==> src/rtl/lcd_char_arbiter.sv <==
// lcd_char_arbiter
// Round-robin arbiter that funnels character-draw requests from NUM_CH
// display producers onto the single lcd_show_char engine.
//
// Handshake: channel i's request is taken on a rising sys_clk edge where
// req_valid[i] and req_ready[i] are both high. req_ready is only ever
// asserted in IDLE with init_done=1, one-hot on the round-robin winner among
// the enabled, valid channels. A request may be held or withdrawn freely
// while ready is low.
//
// Ports:
//   sys_clk, sys_rst       clock, asynchronous active-high reset
//   init_done              LCD init complete; low blocks and aborts issue
//   ch_enable[NUM_CH]      per-channel enable mask
//   req_valid/req_ready    per-channel handshake
//   req_ascii/x/y/size/bg/fg  packed per-channel character fields
//   show_char_done         one-cycle completion from lcd_show_char
//   show_char_flag         one-cycle start pulse to lcd_show_char
//   ascii_num..front_color latched fields of the granted request
//   grant_id               channel of the current/last transaction
//   busy                   high while in ISSUE or WAIT
//   char_done              one-cycle pulse on a completed character
//   timeout_err            one-cycle pulse on watchdog expiry
//   state_dbg              current FSM state (0=IDLE, 1=ISSUE, 2=WAIT)
module lcd_char_arbiter #(
  parameter int NUM_CH      = 2,
  parameter int TIMEOUT_CYC = 200000,
  localparam int CH_W       = (NUM_CH > 1) ? $clog2(NUM_CH) : 1
) (
  input  logic                 sys_clk,
  input  logic                 sys_rst,
  input  logic                 init_done,
  input  logic [NUM_CH-1:0]    ch_enable,
  input  logic [NUM_CH-1:0]    req_valid,
  output logic [NUM_CH-1:0]    req_ready,
  input  logic [8*NUM_CH-1:0]  req_ascii,
  input  logic [9*NUM_CH-1:0]  req_x,
  input  logic [9*NUM_CH-1:0]  req_y,
  input  logic [NUM_CH-1:0]    req_size,
  input  logic [16*NUM_CH-1:0] req_bg,
  input  logic [16*NUM_CH-1:0] req_fg,
  input  logic                 show_char_done,
  output logic                 show_char_flag,
  output logic [7:0]           ascii_num,
  output logic [8:0]           start_x,
  output logic [8:0]           start_y,
  output logic                 en_size,
  output logic [15:0]          background_color,
  output logic [15:0]          front_color,
  output logic [CH_W-1:0]      grant_id,
  output logic                 busy,
  output logic                 char_done,
  output logic                 timeout_err,
  output logic [1:0]           state_dbg
);

  typedef enum logic [1:0] {
    IDLE  = 2'd0,
    ISSUE = 2'd1,
    WAIT  = 2'd2
  } state_t;

  state_t            state;
  logic [CH_W-1:0]   rr_ptr;
  logic [31:0]       timer;

  logic [NUM_CH-1:0] elig;
  logic              win_found;
  logic [CH_W-1:0]   win_idx;
  logic              accept;
  logic [CH_W-1:0]   next_ptr;
  logic              timer_expired;

  assign elig = req_valid & ch_enable;

  // Search starts at rr_ptr and wraps; the first eligible channel wins.
  always_comb begin
    int idx;
    logic [CH_W-1:0] idx_w;
    win_found = 1'b0;
    win_idx   = '0;
    idx       = 0;
    idx_w     = '0;
    for (int i = 0; i < NUM_CH; i++) begin
      idx = int'(rr_ptr) + i;
      if (idx >= NUM_CH) idx = idx - NUM_CH;
      idx_w = CH_W'(idx);
      if (!win_found && elig[idx_w]) begin
        win_found = 1'b1;
        win_idx   = idx_w;
      end
    end
  end

  assign accept = (state == IDLE) && init_done && win_found;

  always_comb begin
    req_ready = '0;
    if (accept) req_ready[win_idx] = 1'b1;
  end

  // With NUM_CH=1 grant_id is always 0, so this collapses to a constant 0.
  assign next_ptr = (grant_id == CH_W'(NUM_CH - 1)) ? '0 : grant_id + 1'b1;

  assign timer_expired = (TIMEOUT_CYC != 0) && (timer == 32'(TIMEOUT_CYC - 1));

  assign busy      = (state != IDLE);
  assign state_dbg = state;

  always_ff @(posedge sys_clk or posedge sys_rst) begin
    if (sys_rst) begin
      state            <= IDLE;
      rr_ptr           <= '0;
      timer            <= '0;
      show_char_flag   <= 1'b0;
      ascii_num        <= '0;
      start_x          <= '0;
      start_y          <= '0;
      en_size          <= 1'b0;
      background_color <= '0;
      front_color      <= '0;
      grant_id         <= '0;
      char_done        <= 1'b0;
      timeout_err      <= 1'b0;
    end else begin
      show_char_flag <= 1'b0;
      char_done      <= 1'b0;
      timeout_err    <= 1'b0;
      case (state)
        IDLE: begin
          if (accept) begin
            ascii_num        <= req_ascii[32'(win_idx)*8 +: 8];
            start_x          <= req_x[32'(win_idx)*9 +: 9];
            start_y          <= req_y[32'(win_idx)*9 +: 9];
            en_size          <= req_size[win_idx];
            background_color <= req_bg[32'(win_idx)*16 +: 16];
            front_color      <= req_fg[32'(win_idx)*16 +: 16];
            grant_id         <= win_idx;
            show_char_flag   <= 1'b1;
            state            <= ISSUE;
          end
        end
        ISSUE: begin
          timer <= '0;
          state <= init_done ? WAIT : IDLE;
        end
        WAIT: begin
          // A reinit abort leaves rr_ptr alone so the same channel goes first.
          if (!init_done) begin
            state <= IDLE;
          end else if (show_char_done) begin
            char_done <= 1'b1;
            rr_ptr    <= next_ptr;
            state     <= IDLE;
          end else if (timer_expired) begin
            timeout_err <= 1'b1;
            rr_ptr      <= next_ptr;
            state       <= IDLE;
          end else if (timer != 32'hFFFF_FFFF) begin
            timer <= timer + 32'd1;
          end
        end
        default: state <= IDLE;
      endcase
    end
  end

endmodule
==> config.mk <==
export PLATFORM = sky130hd
export DESIGN_NAME = lcd_char_arbiter
export DESIGN_NICKNAME = d
export VERILOG_FILES = /design/src/rtl/lcd_char_arbiter.sv
export SDC_FILE = /design/constraint.sdc
export NUM_CORES = 1
export LEC_CHECK = 0
export CORE_AREA = 5 5 126 140
export CTS_CLUSTER_SIZE = 14
export DETAILED_ROUTE_END_ITERATION = 12
export DIE_AREA = 0 0 131 145
export GPL_ROUTABILITY_DRIVEN = 0
export GPL_TIMING_DRIVEN = 0
export SLEW_MARGIN = 20
export SYNTH_ARGS = -nofsm -noshare
export SYNTH_HDL_FRONTEND = slang
export SYNTH_SLANG_ARGS = --single-unit
==> constraint.sdc <==
create_clock -name sys_clk -period 3.55 [get_ports sys_clk]
set_input_delay 0.5325 -clock sys_clk [delete_from_list [all_inputs] [get_ports sys_clk]]
set_output_delay 0.5325 -clock sys_clk [all_outputs]
set_load 0.005 [all_outputs]
# Word level (Yosys, flattened, before mapping)
# Cells that the tools add are included.
[totals]
reg_bits = 98
output_inout_bits = 68
elab_cells = 92
input_bits = 126
[op_classes]
mux = 38
multipliers = 1
n_bitwise = 1
addsub = 5
magnitude_cmp = 6
eq_ne = 10
reduce_logical = 13
shift = 5
[op_table]
columns = ["op", "n"]
rows = [
  ["$mux W32", 4],
  ["$pmux W32 S2", 1],
  ["$shiftx A32 B6 Y16", 2],
  ["$shiftx A18 B6 Y9", 2],
  ["$add A32 B1 Y32 const B", 1],
  ["$eq A32 B18 Y1 const B", 1],
  ["$ne A32 B32 Y1 const B", 1],
  ["$mux W1", 25],
  ["$shiftx A16 B5 Y8", 1],
  ["$mux W2", 6],
  ["$ne A2 B2 Y1 const B", 5],
  ["$lt A1 B2 Y1 const B", 3],
  ["$pmux W2 S3", 1],
  ["$reduce_bool A2 Y1", 3],
  ["$mul A1 B4 Y5 const B", 1],
  ["$reduce_and A5 Y1", 1],
  ["$logic_and A1 B1 Y1", 4],
  ["$ne A4 B4 Y1 const B", 1],
  ["$reduce_and A2 Y1", 2],
  ["$reduce_and A3 Y1", 1],
  ["$add A1 B1 Y2 const B", 1],
  ["$and A2 B2 Y2", 1],
  ["$eq A2 B1 Y1 const B", 1],
  ["$eq A2 B2 Y1 const B", 1],
  ["other kinds (8)", 9],
]

# Longest topological paths before layout
[logic_depth]
word_depth = 13
ltp_mapped = 8
mapped_depth_nobuf = 7

# Worst setup path after synthesis
# OpenSTA, ideal clock, no wires.
[synth_timing]
path_type = "reg2reg"
from = "register timer[0]"
to = "register timer[9]"
n_path_buf = 1
setup_ns = 0.132
t_arrival_ns = 1.852
synth_period_minus_slack_ns = 1.985
stages_incl_launch_ff = 9
slack_ns = 1.565
cell_sequence = "dfrtp_1 -> ha_1 -> and3_4 -> and3_1 -> a31oi_4 -> buf_2 -> a31oi_1 -> o21ai_0 -> o41ai_2"
[synth_between]
elab_chain_len = 6
elab_cells_between_ends = 11
[synth_rtl]
columns = ["element", "line", "source"]
rows = [
  ["from (decl)", "65", "logic [31:0] timer;"],
  ["from (signal assigned)", "160", "timer <= timer + 32'd1;"],
  ["$add A32 B1 Y32", "160", ""],
  ["$mux W32", "159", "end else if (timer != 32'hFFFF_FFFF) begin"],
  ["$mux W32", "155", "end else if (timer_expired) begin"],
  ["$mux W32", "151", "end else if (show_char_done) begin"],
  ["$mux W32", "149", "if (!init_done) begin"],
  ["$pmux W32 S2", "129", "case (state)"],
]
# Several ways; a longest one is shown, not always the timed one. The select of a mux whose other input is x is not followed.
# A chain may end at the register's enable or synchronous reset.

# Final worst setup path
[layout_timing]
from = "input port ch_enable[0]"
to = "output port req_ready[0]"
[layout_between]
elab_chain_len = 12
elab_cells_between_ends = 18
[layout_rtl]
columns = ["element", "line", "source"]
rows = [
  ["from (decl)", "33", "input logic [NUM_CH-1:0] ch_enable,"],
  ["$and A2 B2 Y2 *", "74", "assign elig = req_valid & ch_enable;"],
  ["$mux W1 (not written as such) (2 in series)", "88", "if (!win_found && elig[idx_w]) begin"],
  ["$mux W1", "88", ""],
  ["$logic_not A1 Y1", "88", ""],
  ["$logic_and A1 B1 Y1", "88", ""],
  ["$mux W1", "88", ""],
  ["$lt A1 B2 Y1 (not written as such) or $ge A1 B1 Y1 (tied branches)", "99", "if (accept) req_ready[win_idx] = 1'b1;"],
  ["$logic_and A1 B1 Y1 (not written as such)", "99", ""],
  ["$mux W1 (not written as such)", "99", ""],
  ["$demux W1 S1", "99", ""],
  ["$mux W2 *", "99", ""],
  ["to (decl)", "35", "output logic [NUM_CH-1:0] req_ready,"],
]
# Mark *: on every way between the ends. The rest lies on a longest branch, timed or not. The select of a mux whose other input is x is not followed.

==> results.toml <==
[sta]
slew_violations = 0
fin_crit_ps = 3238
tightest_slew_ps = 599.6
rsz0062_at_grt = "no"
final.period_utilization_pct = 91.21
final-hold-violation-count = 0
max_freq_ghz = 0.3088
max_slew_margin_pct = 60.03
setup_viol = 0
finClkSkew_ps = 9.587

[drt]
viasPerCell = 5.201
num_vias = 4951
drt-wirelength-per-cell_um = 18.78
remaining_drc_errors = 0
drt_iter0_drc = 269
firstDrtPassIters = 5
ant_nets = 0
finalWirelength_um = 17880

[floorplan]
die_h_um = 145
io_pins = 194
fp.dieArea_um2 = 19000
start_util_pct = 32.23
die_w_um = 131
coreArea_um2 = 16060
fp-row-count = 49

[pwr]
cellPowerDensity_nw_per_um2 = 425.9
fin_total_pwr_mw = 3.278
comb_power_share_pct = 26.7
netSwitchingFraction_pct = 27.83
p_leak_nw = 3.442
clock_power_share_pct = 30.7
irDropWorstVdd_mv = 0.2200
p_sw_mw = 0.9122
p_seq_share_pct = 42.6
power.internal_mw = 2.365

[setup_path]
worst-r2r-cell-count = 8
startpoint_type = "input port"
critical_path.max_fanout = 10
cp.arrival_ps = 2710
cp.required_ps = 3020
ff2ff_setup_slack_ps = 1250
rr_endpoint = "timer[9]"
criticalPathCategory = "input port to output port"
rr_startpoint = "timer[0]"
endpoint_kind = "output port"

[yosys]
synth.net_count = 665
synth_fa_ha_area_share_pct = 0.2417
async_reset_ff_share_pct = 100.0
syn_area_um2 = 5177
syn_area_per_cell_um2 = 9.624
ys_seq_area_share_pct = 47.37
yosysWarnings = 0
synth_top_family_by_area = "compound AO/OA/AOI/OAI gates"
synth-compound-area-share_pct = 17.83
synth_cell_types = 54
synth-simple-area-share_pct = 17.40
synth_mux_area_share_pct = 12.57
syn_inst = 538
synth_xor_area_share_pct = 0
synth_edf_count = 0
synth-seq-cells = 98
synth_flop_cell = "dfrtp_1"

[finish]
antennaDiodeCount = 0
drive_gt1_share_pct = 7.888
final.fill_count = 1587
nets = 870
area_growth_pct = 48.65
stdcell_count = 952

[clock_tree]
h-tree-depth = 3
ctsHoldBuffers = 0
path_clk_slew_ps = 70
post_cts_buffers = 0
cts_sinks = 98
cts_buffers = 9
insertion_delay_ps = 350
cts_resized = 0
clockRootBuffer = "clkbuf_16"
cts_tree = "yes"
clock_path_buffers = 2

[worst_hold_path]
hold_start = "start_x[7]"
hold_depth = 2
hold_path.class = "flip-flop to flip-flop"
worstHoldEndpoint = "start_x[7]"

[placed_design]
port_buffers = 193
place_inst = 936
hpwlAfterDp_um = 14100

[grt]
grt_max_degree = 59
grt_pass1_wl_um = 28550
antenna_found_initial = 0
overflow = 0
grt_use_total_pct = 19.04
grt_pass1_vias = 5243

[job]
drv_cap = 0

[run_status]
status = "finished, final reports clean"
[critical path: stages]
cell	delay (ps)
clkdlybuf4s50_1	460
nand2_1	80
o21bai_1	120
clkbuf_1	410
buf_2	380
and2_1	180
clkdlybuf4s50_1	530
[how the worst max path moves through the flow]
stage	start	to	slack, ps	depth (start not counted)
after floorplan	sys_rst	ascii_num[0]	460	1
after global placement	sys_rst	front_color[9]	-1100	2
after detailed placement	req_valid[0]	req_ready[0]	260	7
after CTS	req_valid[0]	req_ready[0]	250	7
after global routing	ch_enable[0]	req_ready[0]	170	7
final	ch_enable[0]	req_ready[0]	310	7
[flip-flops by register name (all words and copies together), names as in the netlist, 2 cells and up]
name / count
start_x: 9
background_color: 16
timer: 32
state_dbg: 2
ascii_num: 8
front_color: 16
start_y: 9
[kinds of logic (layout without fill, tap and decap cells)]
| logic type | Yosys count | after routing |
|---|---|---|
| and+or+nand+nor | 177 | 177 |
| AOI/OAI and AO/OA | 151 | 151 |
| DFF | 98 | 98 |
| muxes | 65 | 65 |
| buffers and inverters | 46 | 256 |
| adders and majority gates | 1 | 1 |
[final cells by class]
type	instances	area, um2	share of cell area [%]
tap	204	255.2	3.317
multi-input combinational	394	2487	32.32
timing repair buffer	194	1959	25.46
clock buffer	10	229.0	2.975
inverter	10	42.54	0.5528
buffer	36	200.2	2.601
clock inverter	6	70.07	0.9104
sequential	98	2452	31.86
[layer usage]
layer / wire, um / up-vias / global-route usage (%)
met3: 1439 / 20 / 6.434
li1: - / 2362 / -
met4: 233 / 0 / 4.990
met2: 9014 / 192 / 32.34
met5: 0 / - / 0
met1: 7191 / 2377 / 22.83
[cells in the final DEF (no fill, tap or decap), drive strengths merged, types with 12 or more instances in the layout]
master and count:
a21oi 21, a31oi 23, buf 19, clkbuf 28, clkdlybuf4s50 193, dfrtp 98, inv 14, mux2i 65
nand2 86, nand3 12, nand4 12, nor2 22, o21ai 78
[cells in the mapped netlist (4+ instances only)]
master    count  share of area, %
o21ai_1       7              0.68
and3_1        6              0.73
inv_1        10              0.73
buf_4         4              0.58
dfrtp_1      98                47
o21bai_1      5              0.73
a31oi_1      22               2.7
clkbuf_1     17               1.2
o31ai_1       5              0.73
nor4_1        8              0.97
nand4_1      11               1.3
nand2_1      84               6.1
buf_2         9              0.87
o211ai_1      8               1.2
o21ai_0      70               6.8
a21oi_1      17               1.6
buf_6         5               1.1
nand2b_1      4              0.48
mux2i_1      65                13
nand3_1      12               1.2
nor2_1       22               1.6
and4_1        4              0.68
[power groups by stage]
stage	logic (mW)	clock network, mW	registers [mW]
3_5_place_dp	0.891	0	1.41
4_1_cts	0.894	1.02	1.40
5_1_grt	0.960	1.07	1.42
6_report	0.875	1.01	1.40
2_1_floorplan	0.270	0	1.41
3_3_place_gp	0.882	0	1.41
[stage by stage]
stage          instance area, um2  setup TNS (ps)  hold WS, ps  worst slack (ps)  utilization (%)
2_1_floorplan                5177               0        463.0             455.4                -
3_3_place_gp                 7365         -107470        462.1             -1103            45.85
3_5_place_dp                 7397               0        470.5             259.9            46.05
4_1_cts                      7696               0        486.7             248.4            47.91
5_1_grt                      7696               0        503.1             169.5            47.91
6_report                     7696               0        480.0             312.0            47.91
(Power assumes the default switching activity.)
